### src/rtl/instr_decode_stage.sv
// rtl/instr_decode_stage.sv - decode stage: immediate pre-decode behind a 2-entry skid buffer
//
// Ports:
//   clk, rst          - clock; synchronous active-high reset
//   in_valid/in_ready - fetch-side handshake; in_ready = !skid_full (register driven)
//   instr_in, pc_in   - fetched instruction word and its PC
//   flush             - drop every held and incoming word (branch redirect)
//   out_valid/out_ready - execute-side handshake
//   instr_out, pc_out - registered instruction and PC (NOP_INSTR / 0 while idle)
//   imm_in_out        - packed immediate field for the extender
//   imm_ext_en_out    - extender mode: 00 s12, 01 s20, 10 u12, 11 u20
//   imm_shl1          - extended immediate is shifted left by one
//   has_imm           - instruction carries an immediate
//   illegal           - opcode not recognised (word still flows through)
module instr_decode_stage #(
    parameter logic [31:0] NOP_INSTR = 32'h0000_0013
) (
    input  logic        clk,
    input  logic        rst,
    input  logic        in_valid,
    output logic        in_ready,
    input  logic [31:0] instr_in,
    input  logic [31:0] pc_in,
    input  logic        flush,
    output logic        out_valid,
    input  logic        out_ready,
    output logic [31:0] instr_out,
    output logic [31:0] pc_out,
    output logic [19:0] imm_in_out,
    output logic [1:0]  imm_ext_en_out,
    output logic        imm_shl1,
    output logic        has_imm,
    output logic        illegal
);

    localparam logic [6:0] OP_LOAD   = 7'b0000011;
    localparam logic [6:0] OP_JALR   = 7'b1100111;
    localparam logic [6:0] OP_SYSTEM = 7'b1110011;
    localparam logic [6:0] OP_IMM    = 7'b0010011;
    localparam logic [6:0] OP_STORE  = 7'b0100011;
    localparam logic [6:0] OP_BRANCH = 7'b1100011;
    localparam logic [6:0] OP_LUI    = 7'b0110111;
    localparam logic [6:0] OP_AUIPC  = 7'b0010111;
    localparam logic [6:0] OP_JAL    = 7'b1101111;
    localparam logic [6:0] OP_OP     = 7'b0110011;

    typedef struct packed {
        logic [31:0] instr;
        logic [31:0] pc;
        logic [19:0] imm;
        logic [1:0]  en;
        logic        shl1;
        logic        has_imm;
        logic        illegal;
    } entry_t;

    // Idle value of an entry; main is reloaded with this whenever it empties so
    // the outputs come straight from flops and read as a NOP while invalid.
    localparam entry_t EMPTY_ENTRY = {NOP_INSTR, 57'd0};

    entry_t dec;
    entry_t main_q;
    entry_t skid_q;
    logic   main_valid;
    logic   skid_valid;
    logic   accept;
    logic   consume;

    always_comb begin
        dec         = EMPTY_ENTRY;
        dec.instr   = instr_in;
        dec.pc      = pc_in;
        dec.imm     = 20'd0;
        dec.en      = 2'b00;
        dec.shl1    = 1'b0;
        dec.has_imm = 1'b0;
        dec.illegal = 1'b0;
        case (instr_in[6:0])
            OP_LOAD, OP_JALR, OP_SYSTEM: begin
                dec.imm     = {8'd0, instr_in[31:20]};
                dec.has_imm = 1'b1;
            end
            OP_IMM: begin
                dec.has_imm = 1'b1;
                if (instr_in[14:12] == 3'b001 || instr_in[14:12] == 3'b101) begin
                    // shift amount only; upper imm bits carry funct7, not value
                    dec.imm = {15'd0, instr_in[24:20]};
                    dec.en  = 2'b10;
                end else begin
                    dec.imm = {8'd0, instr_in[31:20]};
                end
            end
            OP_STORE: begin
                dec.imm     = {8'd0, instr_in[31:25], instr_in[11:7]};
                dec.has_imm = 1'b1;
            end
            OP_BRANCH: begin
                dec.imm     = {8'd0, instr_in[31], instr_in[7], instr_in[30:25], instr_in[11:8]};
                dec.shl1    = 1'b1;
                dec.has_imm = 1'b1;
            end
            OP_LUI, OP_AUIPC: begin
                dec.imm     = instr_in[31:12];
                dec.en      = 2'b11;
                dec.has_imm = 1'b1;
            end
            OP_JAL: begin
                dec.imm     = {instr_in[31], instr_in[19:12], instr_in[20], instr_in[30:21]};
                dec.en      = 2'b01;
                dec.shl1    = 1'b1;
                dec.has_imm = 1'b1;
            end
            OP_OP: begin
                dec.has_imm = 1'b0;
            end
            default: begin
                dec.illegal = 1'b1;
            end
        endcase
    end

    assign in_ready = ~skid_valid;
    assign accept   = in_valid && in_ready;
    assign consume  = main_valid && out_ready;

    always_ff @(posedge clk) begin
        if (rst || flush) begin
            main_valid <= 1'b0;
            main_q     <= EMPTY_ENTRY;
            skid_valid <= 1'b0;
            skid_q     <= EMPTY_ENTRY;
        end else if (!main_valid || consume) begin
            // skid is always older than any new word; in_ready is low while it
            // is full, so accept and skid_valid never coincide here
            if (skid_valid) begin
                main_q     <= skid_q;
                main_valid <= 1'b1;
                skid_valid <= 1'b0;
            end else if (accept) begin
                main_q     <= dec;
                main_valid <= 1'b1;
            end else begin
                main_q     <= EMPTY_ENTRY;
                main_valid <= 1'b0;
            end
        end else if (accept) begin
            skid_q     <= dec;
            skid_valid <= 1'b1;
        end
    end

    assign out_valid      = main_valid;
    assign instr_out      = main_q.instr;
    assign pc_out         = main_q.pc;
    assign imm_in_out     = main_q.imm;
    assign imm_ext_en_out = main_q.en;
    assign imm_shl1       = main_q.shl1;
    assign has_imm        = main_q.has_imm;
    assign illegal        = main_q.illegal;

endmodule

### config.mk
export PLATFORM = sky130hd
export DESIGN_NAME = instr_decode_stage
export DESIGN_NICKNAME = d
export VERILOG_FILES = /design/src/rtl/instr_decode_stage.sv
export SDC_FILE = /design/constraint.sdc
export NUM_CORES = 1
export LEC_CHECK = 0
export BUFFER_PORTS_ARGS = -buffer_cell sky130_fd_sc_hd__buf_4
export CAP_MARGIN = 20
export CORE_UTILIZATION = 59
export DETAILED_ROUTE_END_ITERATION = 12
export PLACE_DENSITY = 0.9
export SYNTH_ARGS = -nofsm -noshare
export SYNTH_HDL_FRONTEND = slang
export SYNTH_SLANG_ARGS = --single-unit
### constraint.sdc
create_clock -name clk -period 3.9 [get_ports clk]
set_input_delay 0.39 -clock clk [delete_from_list [all_inputs] [get_ports clk]]
set_output_delay 0.39 -clock clk [all_outputs]
set_load 0.02 [all_outputs]
==> run_summary.xml <==
<?xml version="1.0" encoding="UTF-8"?>
<metrics>
  <group name="timing">
    <metric name="report.final.slew_viol_count" unit="">0</metric>
    <metric name="number_of_endpoints_failing_setup_at_the_final_stage" unit="">0</metric>
    <metric name="skew" unit="ps">7.71</metric>
    <metric name="maxSlewHeadroom" unit="">0.297</metric>
    <metric name="final_critical_path_setup_slack" unit="ps">1660</metric>
    <metric name="finalHoldViolCount" unit="">0</metric>
    <metric name="worst-slew-pin-transition" unit="ps">1050</metric>
    <metric name="finalWorstPathRequiredPeriod" unit="ps">2240</metric>
    <metric name="max_freq" unit="MHz">447</metric>
    <metric name="setup_tns" unit="ps">0</metric>
    <metric name="rsz0062_at_grt" unit="">false</metric>
    <metric name="min_period_over_period" unit="">0.573</metric>
    <metric name="worst_hold_slack" unit="ps">203</metric>
  </group>
  <group name="place">
    <metric name="gp_congestion" unit="">0.886</metric>
    <metric name="placedCellCount" unit="">1240</metric>
    <metric name="io_buffers" unit="">159</metric>
    <metric name="dpl_worst_slack" unit="ps">1310</metric>
    <metric name="place_area" unit="um2">8950</metric>
    <metric name="detailed_place_hpwl" unit="um">13300</metric>
  </group>
  <group name="clock_tree">
    <metric name="cts.hold.buffers_added" unit="">0</metric>
    <metric name="cts_repair_resize_count" unit="">0</metric>
    <metric name="cts_tree" unit="">yes</metric>
    <metric name="max-clock-path-buffers" unit="">2</metric>
    <metric name="numCtsBuffers" unit="">17</metric>
    <metric name="clkTransAtPathRegs" unit="ps">70</metric>
    <metric name="postCtsSetupBuffers" unit="">0</metric>
    <metric name="clk_root_buffer_cell" unit="">clkbuf_16</metric>
    <metric name="clkSinkCount" unit="">180</metric>
    <metric name="cts_htree_levels" unit="">4</metric>
    <metric name="worstSkewPairLatency" unit="ps">440</metric>
  </group>
  <group name="power">
    <metric name="p_total" unit="mW">3.95</metric>
    <metric name="power.leakage" unit="nW">3.91</metric>
    <metric name="power.ir.vdd_worst" unit="V">0.000268</metric>
    <metric name="cellPowerDensity" unit="nW/um2">415</metric>
  </group>
  <group name="floorplan">
    <metric name="initial_utilization" unit="">0.612</metric>
    <metric name="boundaryPins" unit="">160</metric>
    <metric name="design.core.area" unit="um2">12800</metric>
    <metric name="chipHeight" unit="um">117</metric>
    <metric name="fp-row-count" unit="">41</metric>
    <metric name="die_area" unit="um2">13700</metric>
    <metric name="floorplan.die.width" unit="um">117</metric>
  </group>
  <group name="synthesis">
    <metric name="synth_mux_area_frac" unit="">0.00128</metric>
    <metric name="number_of_flops_mapped_to_enable_cells_by_yosys" unit="">0</metric>
    <metric name="prevailing_post_synth_register_cell" unit="">dfxtp_1</metric>
    <metric name="postSynthAreaPerCell" unit="um2">7.85</metric>
    <metric name="synthAdderAreaFrac" unit="">0</metric>
    <metric name="dominant_combinational_cell_family_by_area_after_synthesis" unit="">simple AND/OR/NAND/NOR gates</metric>
    <metric name="synth.yosys.warnings" unit="">0</metric>
    <metric name="post_synth_instance_area" unit="um2">7810</metric>
    <metric name="synth_xor_area_frac" unit="">0.00112</metric>
    <metric name="synth.net_count" unit="">1064</metric>
    <metric name="synth_cell_type_count" unit="">46</metric>
    <metric name="simple_gate_area_share_of_the_yosys_netlist" unit="">0.250</metric>
    <metric name="synth_compound_gate_area_share" unit="">0.232</metric>
    <metric name="synth-async-reset-ratio" unit="">0</metric>
    <metric name="synth_sequential_area_ratio" unit="">0.461</metric>
    <metric name="flops_latches_synth" unit="">180</metric>
    <metric name="post_synth_inst_count" unit="">995</metric>
  </group>
  <group name="layout">
    <metric name="core_utilization_of_the_finished_layout" unit="">0.746</metric>
    <metric name="nets" unit="">1156</metric>
    <metric name="stdcell_area" unit="um2">9530</metric>
    <metric name="n_fill_cell" unit="">963</metric>
    <metric name="multiInputGateArea" unit="um2">3810</metric>
    <metric name="count_of_non_filler_cells_in_the_finished_layout" unit="">1272</metric>
    <metric name="antenna_cells_inserted" unit="">0</metric>
    <metric name="flow.area_growth_from_synthesis" unit="%">22.0</metric>
    <metric name="regArea" unit="um2">3610</metric>
    <metric name="fraction_of_layout_cells_with_a_size_suffix_above_1" unit="">0.194</metric>
  </group>
  <group name="critical_path">
    <metric name="critPathSlowestCell" unit="">nor2_4</metric>
    <metric name="critical_path.cell_chain" unit="">buf_4 &gt; buf_4 &gt; nand2_1 &gt; nor2_4 &gt; buf_4 &gt; nand2_1 &gt; a21oi_1</metric>
    <metric name="setup.worst_path.start_class" unit="">primary input</metric>
    <metric name="setup.worst_path.end_class" unit="">flop</metric>
    <metric name="critPathArrivalTime" unit="ps">2580</metric>
    <metric name="cp_data_required_time" unit="ps">4250</metric>
    <metric name="path_class" unit="">primary input to flop</metric>
    <metric name="crit_top_cell" unit="">buf_4</metric>
    <metric name="timing.critical_path.fanout_max" unit="">40</metric>
    <metric name="crit_path_max_incr_delay" unit="ps">680</metric>
  </group>
  <group name="grt">
    <metric name="grt_max_degree" unit="">107</metric>
    <metric name="antenna_found_initial" unit="">0</metric>
    <metric name="gr_ovfl_total" unit="">0</metric>
    <metric name="global_route_wire_length_before_repair" unit="um">34300</metric>
    <metric name="grt_use_total" unit="">0.320</metric>
    <metric name="grt_pass1_vias" unit="">6905</metric>
  </group>
  <group name="route">
    <metric name="drc_errors" unit="">0</metric>
    <metric name="wirelength" unit="um">21600</metric>
    <metric name="drt_iter0_markers" unit="">847</metric>
    <metric name="route.antenna.remaining_nets" unit="">0</metric>
    <metric name="drt_first_pass_iters" unit="">6</metric>
    <metric name="route.detailed.wl_per_inst" unit="um">17.0</metric>
    <metric name="routed_via_count_divided_by_cell_count" unit="">6.18</metric>
    <metric name="via_count" unit="">7866</metric>
  </group>
  <group name="run">
    <metric name="timing.max_cap.violations" unit="">0</metric>
  </group>
  <group name="outcome">
    <metric name="run_status" unit="">complete, no violations</metric>
  </group>
  <group name="min_path">
    <metric name="min-delay-path-class" unit="">primary input to flop</metric>
  </group>
</metrics>
[routing by layer]
| metal | routed length (um) | share of wire | track usage |
|---|---|---|---|
| met1 | 8970 | 0.41 | 0.412 |
| met5 | 0 | 0 | 0 |
| met3 | 1580 | 0.073 | 0.0649 |
| met2 | 10500 | 0.48 | 0.519 |
| met4 | 626 | 0.029 | 0.147 |
[report_power, final]
part	internal, mW	switching (mW)	leakage, nW
sequential	1.87	0.0178	1.46
clock	0.920	0.752	0.274
combinational	0.157	0.236	2.18
[area by class of cell]
cell class / count / area share
Timing Repair Buffer: 170 / 0.135
Tap cell: 172 / 0.0226
Multi-Input combinational cell: 712 / 0.400
Inverter: 6 / 0.00236
Sequential cell: 180 / 0.379
Clock inverter: 13 / 0.0137
Clock buffer: 19 / 0.0475
[cell usage in the layout (no fill, tap or decap), types with 11 or more instances in the layout]
cell	netlist	routed
nand2_1	159	158
o211ai_1	11	11
a221oi_1	19	19
o21ai_0	49	49
nor3_1	62	62
a21oi_1	108	108
and3_1	71	71
buf_4	1	169
nor2_1	97	95
a211oi_1	62	62
clkbuf_16	0	17
dfxtp_1	180	179
[final timing paths]
check | start | to | cells past startpoint | slack [ps]
setup / recovery | in_valid | skid_q[71] | 7 | 1660
hold / removal | pc_in[19] | skid_q[44] | 3 | 200
hold reg to reg | skid_q[51] | skid_q[51] | 2 | 450
setup reg to reg | skid_valid | skid_q[71] | 6 | 1800
[Yosys cell counts, drive strengths merged, types with 6 or more instances]
cell type,n,share of area
dfxtp,180,0.46
nand2,159,0.076
a21oi,108,0.069
nor2,97,0.047
clkbuf,78,0.037
and3,71,0.057
a211oi,62,0.060
nor3,62,0.040
o21ai,49,0.031
a221oi,20,0.023
buf,19,0.014
o211ai,11,0.011
nand3,8,0.0051
nand4,7,0.0056
o22ai,7,0.0056
nor2b,6,0.0051
[worst max-delay path: cells and delay by family]
kind	cells	cell delay (ps)
AOI/OAI and AO/OA	1	160
and+or+nand+nor	3	1010
buffers and inverters	3	1010
[sequential cells by signal, indices dropped and copies added, names as in the netlist, 2 cells and up]
name / count
instr_out: 32
imm_in_out: 20
imm_ext_en_out: 2
pc_out: 32
skid_q: 89
[cells by family after synthesis]
family	count (synthesis)
multiplexers	1
XOR/XNOR	1
buffers and inverters	103
AO/OA/AOI/OAI	285
AND/OR/NAND/NOR	425
flip-flops	180
Note: power is estimated with default switching activity, not from simulation.
